--- config.mk ---
export PLATFORM = sky130hd
export DESIGN_NAME = tm_phase_scheduler
export DESIGN_NICKNAME = d
export VERILOG_FILES = /design/src/rtl/tm_pkg.sv /design/src/rtl/tm_phase_timer.sv /design/src/rtl/tm_phase_scheduler.sv
export SDC_FILE = /design/constraint.sdc
export NUM_CORES = 1
export LEC_CHECK = 0
export ABC_AREA = 0
export CAP_MARGIN = 5
export CELL_PAD_IN_SITES_DETAIL_PLACEMENT = 1
export CELL_PAD_IN_SITES_GLOBAL_PLACEMENT = 1
export CORE_MARGIN = 1.5
export CORE_UTILIZATION = 40
export CTS_CLUSTER_DIAMETER = 120
export DETAILED_ROUTE_END_ITERATION = 6
export PLACE_DENSITY = 0.81
export SLEW_MARGIN = 15
export SYNTH_ARGS = -nofsm -noshare
export SYNTH_HDL_FRONTEND = slang
export SYNTH_SLANG_ARGS = --single-unit
--- constraint.sdc ---
create_clock -name clk -period 3.05 [get_ports clk]
set_input_delay 0.4575 -clock clk [delete_from_list [all_inputs] [get_ports clk]]
set_output_delay 0.4575 -clock clk [all_outputs]
set_load 0.005 [all_outputs]
--- src/rtl/tm_pkg.sv ---
// Shared definitions for the Tsetlin-machine phase scheduler: state encoding
// and default phase lengths.
package tm_pkg;

  typedef enum logic [2:0] {
    S_IDLE,
    S_WAIT,
    S_EVAL,
    S_FB,
    S_UPD,
    S_DONE
  } tm_state_e;

  localparam int TM_EVAL_CYC_DEF  = 4;
  localparam int TM_FB_CYC_DEF    = 8;
  localparam int TM_N_SAMPLES_DEF = 16;
  localparam int TM_EPOCH_W_DEF   = 8;

  function automatic int tm_max(input int a, input int b);
    return (a > b) ? a : b;
  endfunction

endpackage

--- src/rtl/tm_phase_timer.sv ---
// Loadable down-counter with zero flag; times the EVAL and FEEDBACK phases.
module tm_phase_timer #(
  parameter int W = 4
) (
  input  logic         clk,
  input  logic         rst_n,
  input  logic         load_i,
  input  logic [W-1:0] load_val_i,
  input  logic         dec_i,
  output logic         zero_o
);

  logic [W-1:0] cnt_q, cnt_d;

  always_comb begin
    cnt_d = cnt_q;
    if (load_i)                   cnt_d = load_val_i;
    else if (dec_i && cnt_q != '0) cnt_d = cnt_q - 1'b1;
  end

  always_ff @(posedge clk or negedge rst_n) begin
    if (!rst_n) cnt_q <= '0;
    else        cnt_q <= cnt_d;
  end

  assign zero_o = (cnt_q == '0);

endmodule

--- src/rtl/tm_phase_scheduler.sv ---
// Sequences WAIT/EVAL/FEEDBACK/UPDATE per sample over one epoch of samples,
// with abort, saturating epoch count and registered one-hot phase enables.
module tm_phase_scheduler
  import tm_pkg::*;
#(
  parameter int EVAL_CYC  = TM_EVAL_CYC_DEF,
  parameter int FB_CYC    = TM_FB_CYC_DEF,
  parameter int N_SAMPLES = TM_N_SAMPLES_DEF,
  parameter int EPOCH_W   = TM_EPOCH_W_DEF,
  localparam int SW       = $clog2(N_SAMPLES)
) (
  input  logic               clk,
  input  logic               rst_n,
  input  logic               start,
  input  logic               stop,
  input  logic               train,
  input  logic               sample_valid,
  output logic               sample_ready,
  output logic               eval_en,
  output logic               fb_en,
  output logic               upd_en,
  output logic               busy,
  output logic               done,
  output logic [SW-1:0]      sample_idx,
  output logic [EPOCH_W-1:0] epoch_cnt
);

  localparam int TW = $clog2(tm_max(EVAL_CYC, FB_CYC) + 1);

  tm_state_e          state_q, state_d;
  logic               train_q;
  logic [SW-1:0]      sidx_q, sidx_d;
  logic [EPOCH_W-1:0] epoch_q, epoch_d;
  logic               ready_q, eval_q, fb_q, upd_q, busy_q, done_q;
  logic               tmr_load, tmr_dec, tmr_zero;
  logic [TW-1:0]      tmr_val;
  logic               last_smp, start_acc;

  assign last_smp  = (sidx_q == SW'(N_SAMPLES - 1));
  assign start_acc = (state_q == S_IDLE) && (state_d == S_WAIT);

  always_comb begin
    state_d = state_q;
    unique case (state_q)
      S_IDLE: if (start)                  state_d = S_WAIT;
      S_WAIT: if (sample_valid && ready_q) state_d = S_EVAL;
      S_EVAL: if (tmr_zero)               state_d = train_q ? S_FB : S_UPD;
      S_FB:   if (tmr_zero)               state_d = S_UPD;
      S_UPD:                              state_d = last_smp ? S_DONE : S_WAIT;
      S_DONE:                             state_d = S_IDLE;
      default:                            state_d = S_IDLE;
    endcase
    // Abort beats every other transition, including a start in IDLE.
    if (stop) state_d = S_IDLE;
  end

  // Reload on every phase entry so each phase always gets its full length.
  always_comb begin
    tmr_load = ((state_d == S_EVAL) && (state_q != S_EVAL)) ||
               ((state_d == S_FB)   && (state_q != S_FB));
    tmr_val  = (state_d == S_EVAL) ? TW'(EVAL_CYC - 1) : TW'(FB_CYC - 1);
    tmr_dec  = (state_q == S_EVAL) || (state_q == S_FB);
  end

  tm_phase_timer #(.W(TW)) u_timer (
    .clk        (clk),
    .rst_n      (rst_n),
    .load_i     (tmr_load),
    .load_val_i (tmr_val),
    .dec_i      (tmr_dec),
    .zero_o     (tmr_zero)
  );

  always_comb begin
    sidx_d  = sidx_q;
    epoch_d = epoch_q;
    if (start_acc) begin
      sidx_d = '0;
    end else if ((state_q == S_UPD) && (state_d != S_IDLE)) begin
      sidx_d = last_smp ? '0 : sidx_q + 1'b1;
      if (last_smp && epoch_q != '1) epoch_d = epoch_q + 1'b1;
    end
  end

  always_ff @(posedge clk or negedge rst_n) begin
    if (!rst_n) begin
      state_q <= S_IDLE;
      train_q <= 1'b0;
      sidx_q  <= '0;
      epoch_q <= '0;
      ready_q <= 1'b0;
      eval_q  <= 1'b0;
      fb_q    <= 1'b0;
      upd_q   <= 1'b0;
      busy_q  <= 1'b0;
      done_q  <= 1'b0;
    end else begin
      state_q <= state_d;
      if (start_acc) train_q <= train;
      sidx_q  <= sidx_d;
      epoch_q <= epoch_d;
      ready_q <= (state_d == S_WAIT);
      eval_q  <= (state_d == S_EVAL);
      fb_q    <= (state_d == S_FB);
      upd_q   <= (state_d == S_UPD);
      busy_q  <= (state_d != S_IDLE);
      done_q  <= (state_d == S_DONE);
    end
  end

  assign sample_ready = ready_q;
  assign eval_en      = eval_q;
  assign fb_en        = fb_q;
  assign upd_en       = upd_q;
  assign busy         = busy_q;
  assign done         = done_q;
  assign sample_idx   = sidx_q;
  assign epoch_cnt    = epoch_q;

endmodule

==> impl_results.md <==
* First-pass GRT wire length at 5150 um
* Compound-gate portion of the synthesized area at approximately an eighth
* Post-DRT Antenna Nets at 0
* Fillers at between 300 and 400
* Wire per inst at approximately 16 um
* RSZ-0062 raised after global routing: no
* R2r startpoint: u_timer.cnt_q[0]$_DFFE_PN0P_
* EDFF count, synth at 0
* Vias in the first global route at around 1,100
* I/O pin total at 24
* First-pass iteration count of the detailed router at 4
* Commonest cells in the netlist: dfrtp_1 (26), nand2_1 (11), inv_1 (10), nor2_1 (10), xor2_1 (8)
* Hold WC Path Type: in2async
* DP HPWL at around 2300 um
* Fin nets at between 150 and 200
* Synthesized-area fraction occupied by xor and xnor cells at 5.90%
* Area Growth Syn to Fin at 25.1%
* Final setup TNS at 0 ns
* YS warnings at 0
* Post-synth ARST share at 100%
* GRT Resource Usage Total at 19.1%
* Initial core utilization at a little over two fifths
* Hold_buf cts at 0
* Area of the mapped netlist at 0.00134 mm^2
* Most frequently used flop master after synthesis: dfrtp_1
* Sequential share of the synthesized area at approximately half
* CP Depth at 7
* CP max FO at 5
* DRT iter0 DRCs at 33
* Clk slew on worst S/H paths at approximately 0.15 ns
* Clock Root Buffer: clkbuf_4
* Total power at 0.856 mW
* Slew headroom at 63.6%
* Cell taking the most area after synthesis: dfrtp_1
* DP Worst Slack at around 0.51 ns
* I/O Buffers at 23
* Gr ovfl total at 0
* Mean post-synth cell area at roughly 10 um^2
* Worst-Skew Late Latency at about 0.33 ns
* Combinational family with the most area after synthesis: simple AND/OR/NAND/NOR gates
* Buf+Inv Stages, Crit Path at 1
* Gp weighted congestion at between 0.8 and 0.9
* Number of max-cap violations at 0
* Reg2reg path depth at 7
* Post-Syn Instances at approximately 130
* Setup Viol. Count Final at 0
* Setup ws final at 0.453 ns
* Syn nets at between 100 and 150
* CP max-delay cell: nor3b_1
* Min Hold Slack at ~0.47 ns
* Setup repair bufs after CTS at 0
* Crit path arrival time at between 2 and 3 ns
* Most frequent cell after synthesis: dfrtp_1
* Max clock buf depth at 2
* WS Path Type: reg2reg
* Vias per cell at between 5 and 6
* Final Hold Viols at 0
* Post-Synth Simple-Gate Area at 22.8%
* H-Tree Depth at 1
* Clk_skew at between 0.01 and 0.015 ns
* Maximum VDD drop at 0.332 mV
* DRT Wirelength at 3110 um
* Element type at the critical path end: flop
* Leak at between 0.7 and 0.8 nW
* Fin. max-slew vios at 0
* DRC violations left at 0
* Clk sink count at 26
* Core box area at 0.00310 mm^2
* Die H at ~61 um
* Die W at 60.8 um
* CP peak stage delay at 0.48 ns
* FMAX at 385 MHz
* Crit path cell chain: inv_1 -> ha_1 -> or3b_4 -> nor3b_1 -> nor2_1 -> nor3b_2 -> mux2_2
* Cell family with most CP delay: simple AND/OR/NAND/NOR gates
* Top cells by area, synth: dfrtp_1 (49%), xor2_1 (5.2%), nand2_1 (3.1%), ha_1 (2.8%), inv_1 (2.8%)
* Netlist cell types at 42
* Startpoint Class: flop
* Vias at approximately 1,100
* CTS Buf Count at 3
* Share of the synthesized area in the top cell type at about half
* Final Cycle Share at a little under nine tenths
* Post-route core utilization at between 50% and 60%
* Mux contribution to synthesized area at between 3 and 4%
* Critical Path Source: u_timer.cnt_q[0]$_DFFE_PN0P_
* Outcome: completed
* Largest net degree at the start of global routing at 27
* Rows at 20
* Cts repair resizes at 0
* Die area at 0.00370 mm^2
* Min Clock Period, post-route at about 2.6 ns
* # diodes at 0
* Worst Tran Pin Value at approximately 0.54 ns
* #FFs+latches synth at 26
* CTS tree: yes
* Required @ worst endpoint at about 3.3 ns
* Layout cells sized above 1 at 10.4%
* Power per cell area at 512 mW/mm^2
* Initial antenna violation count at 0
* Post-Synth Adder-Cell Area at under 10%
[state kept, by name, summed over array words and instances, names as in the netlist]
name,count
sample_ready,1
upd_en,1
sample_idx,4
train_q,1
state_q,3
fb_en,1
eval_en,1
done,1
epoch_cnt,8
u_timer.cnt_q,4
busy,1
[through the flow]
step	std cells	area, um^2
after floorplan	128	1340
after global placement	194	1620
after detailed placement	194	1620
after CTS	198	1670
after global routing	198	1670
final	198	1670
[kinds of logic after synthesis]
group,count (synthesis)
mux,4
simple gates,51
flops,26
xor+xnor,9
compound gates,23
fa+ha+maj,3
buf+inv,12
[worst paths after layout]
path	end	slack [ns]
max	epoch_cnt[1]$_DFFE_PN0P_	0.45
min	sample_ready$_DFF_PN0_	0.47
max reg2reg	epoch_cnt[1]$_DFFE_PN0P_	0.45
min reg2reg	epoch_cnt[5]$_DFFE_PN0P_	0.52
max in group asynchronous	state_q[2]$_DFF_PN0_	2.33
min in group clk	epoch_cnt[5]$_DFFE_PN0P_	0.52
[routing by layer]
layer  routed length (um)  track usage (%)  up-vias
li1                     -                -      510
met1                 1530             26.6      516
met2                 1460             30.3       21
met3                   75             2.77        5
met4                   37             6.83        0
met5                    0                0        -
[area by class of cell]
class | count | area (um^2) | area share, %
multi-input cells | 90 | 638 | 38.2
well taps | 44 | 55.1 | 3.29
repair buffers | 24 | 238 | 14.2
flip-flops and latches | 26 | 651 | 38.9
clock buffers | 3 | 22.5 | 1.35
inverters | 10 | 37.5 | 2.25
clock inverters | 1 | 30.0 | 1.80
[where the power goes]
part	internal (mW)	switching, mW	leakage, nW
combinational	0.0877	0.0937	0.368
sequential	0.387	0.0457	0.338
clock	0.133	0.109	0.0279
total	0.608	0.248	0.733
[cell usage in the layout, fill, tap and decap left out, types with 2 or more instances in the layout]
master           instances
a311oi_1                 3
or3_1                    2
nor2_1                  10
nor3_1                   4
nand4_1                  2
clkdlybuf4s50_1         23
o21ai_0                  3
inv_1                   10
nand3_1                  5
xor2_1                   8
mux2_2                   2
dfrtp_1                 26
mux2i_1                  2
a21oi_1                  5
nand2b_1                 2
nor2b_1                  2
nor4b_2                  2
nand2_1                 11
clkbuf_4                 3
ha_1                     3
o211ai_1                 2
(Power assumes the default switching activity.)
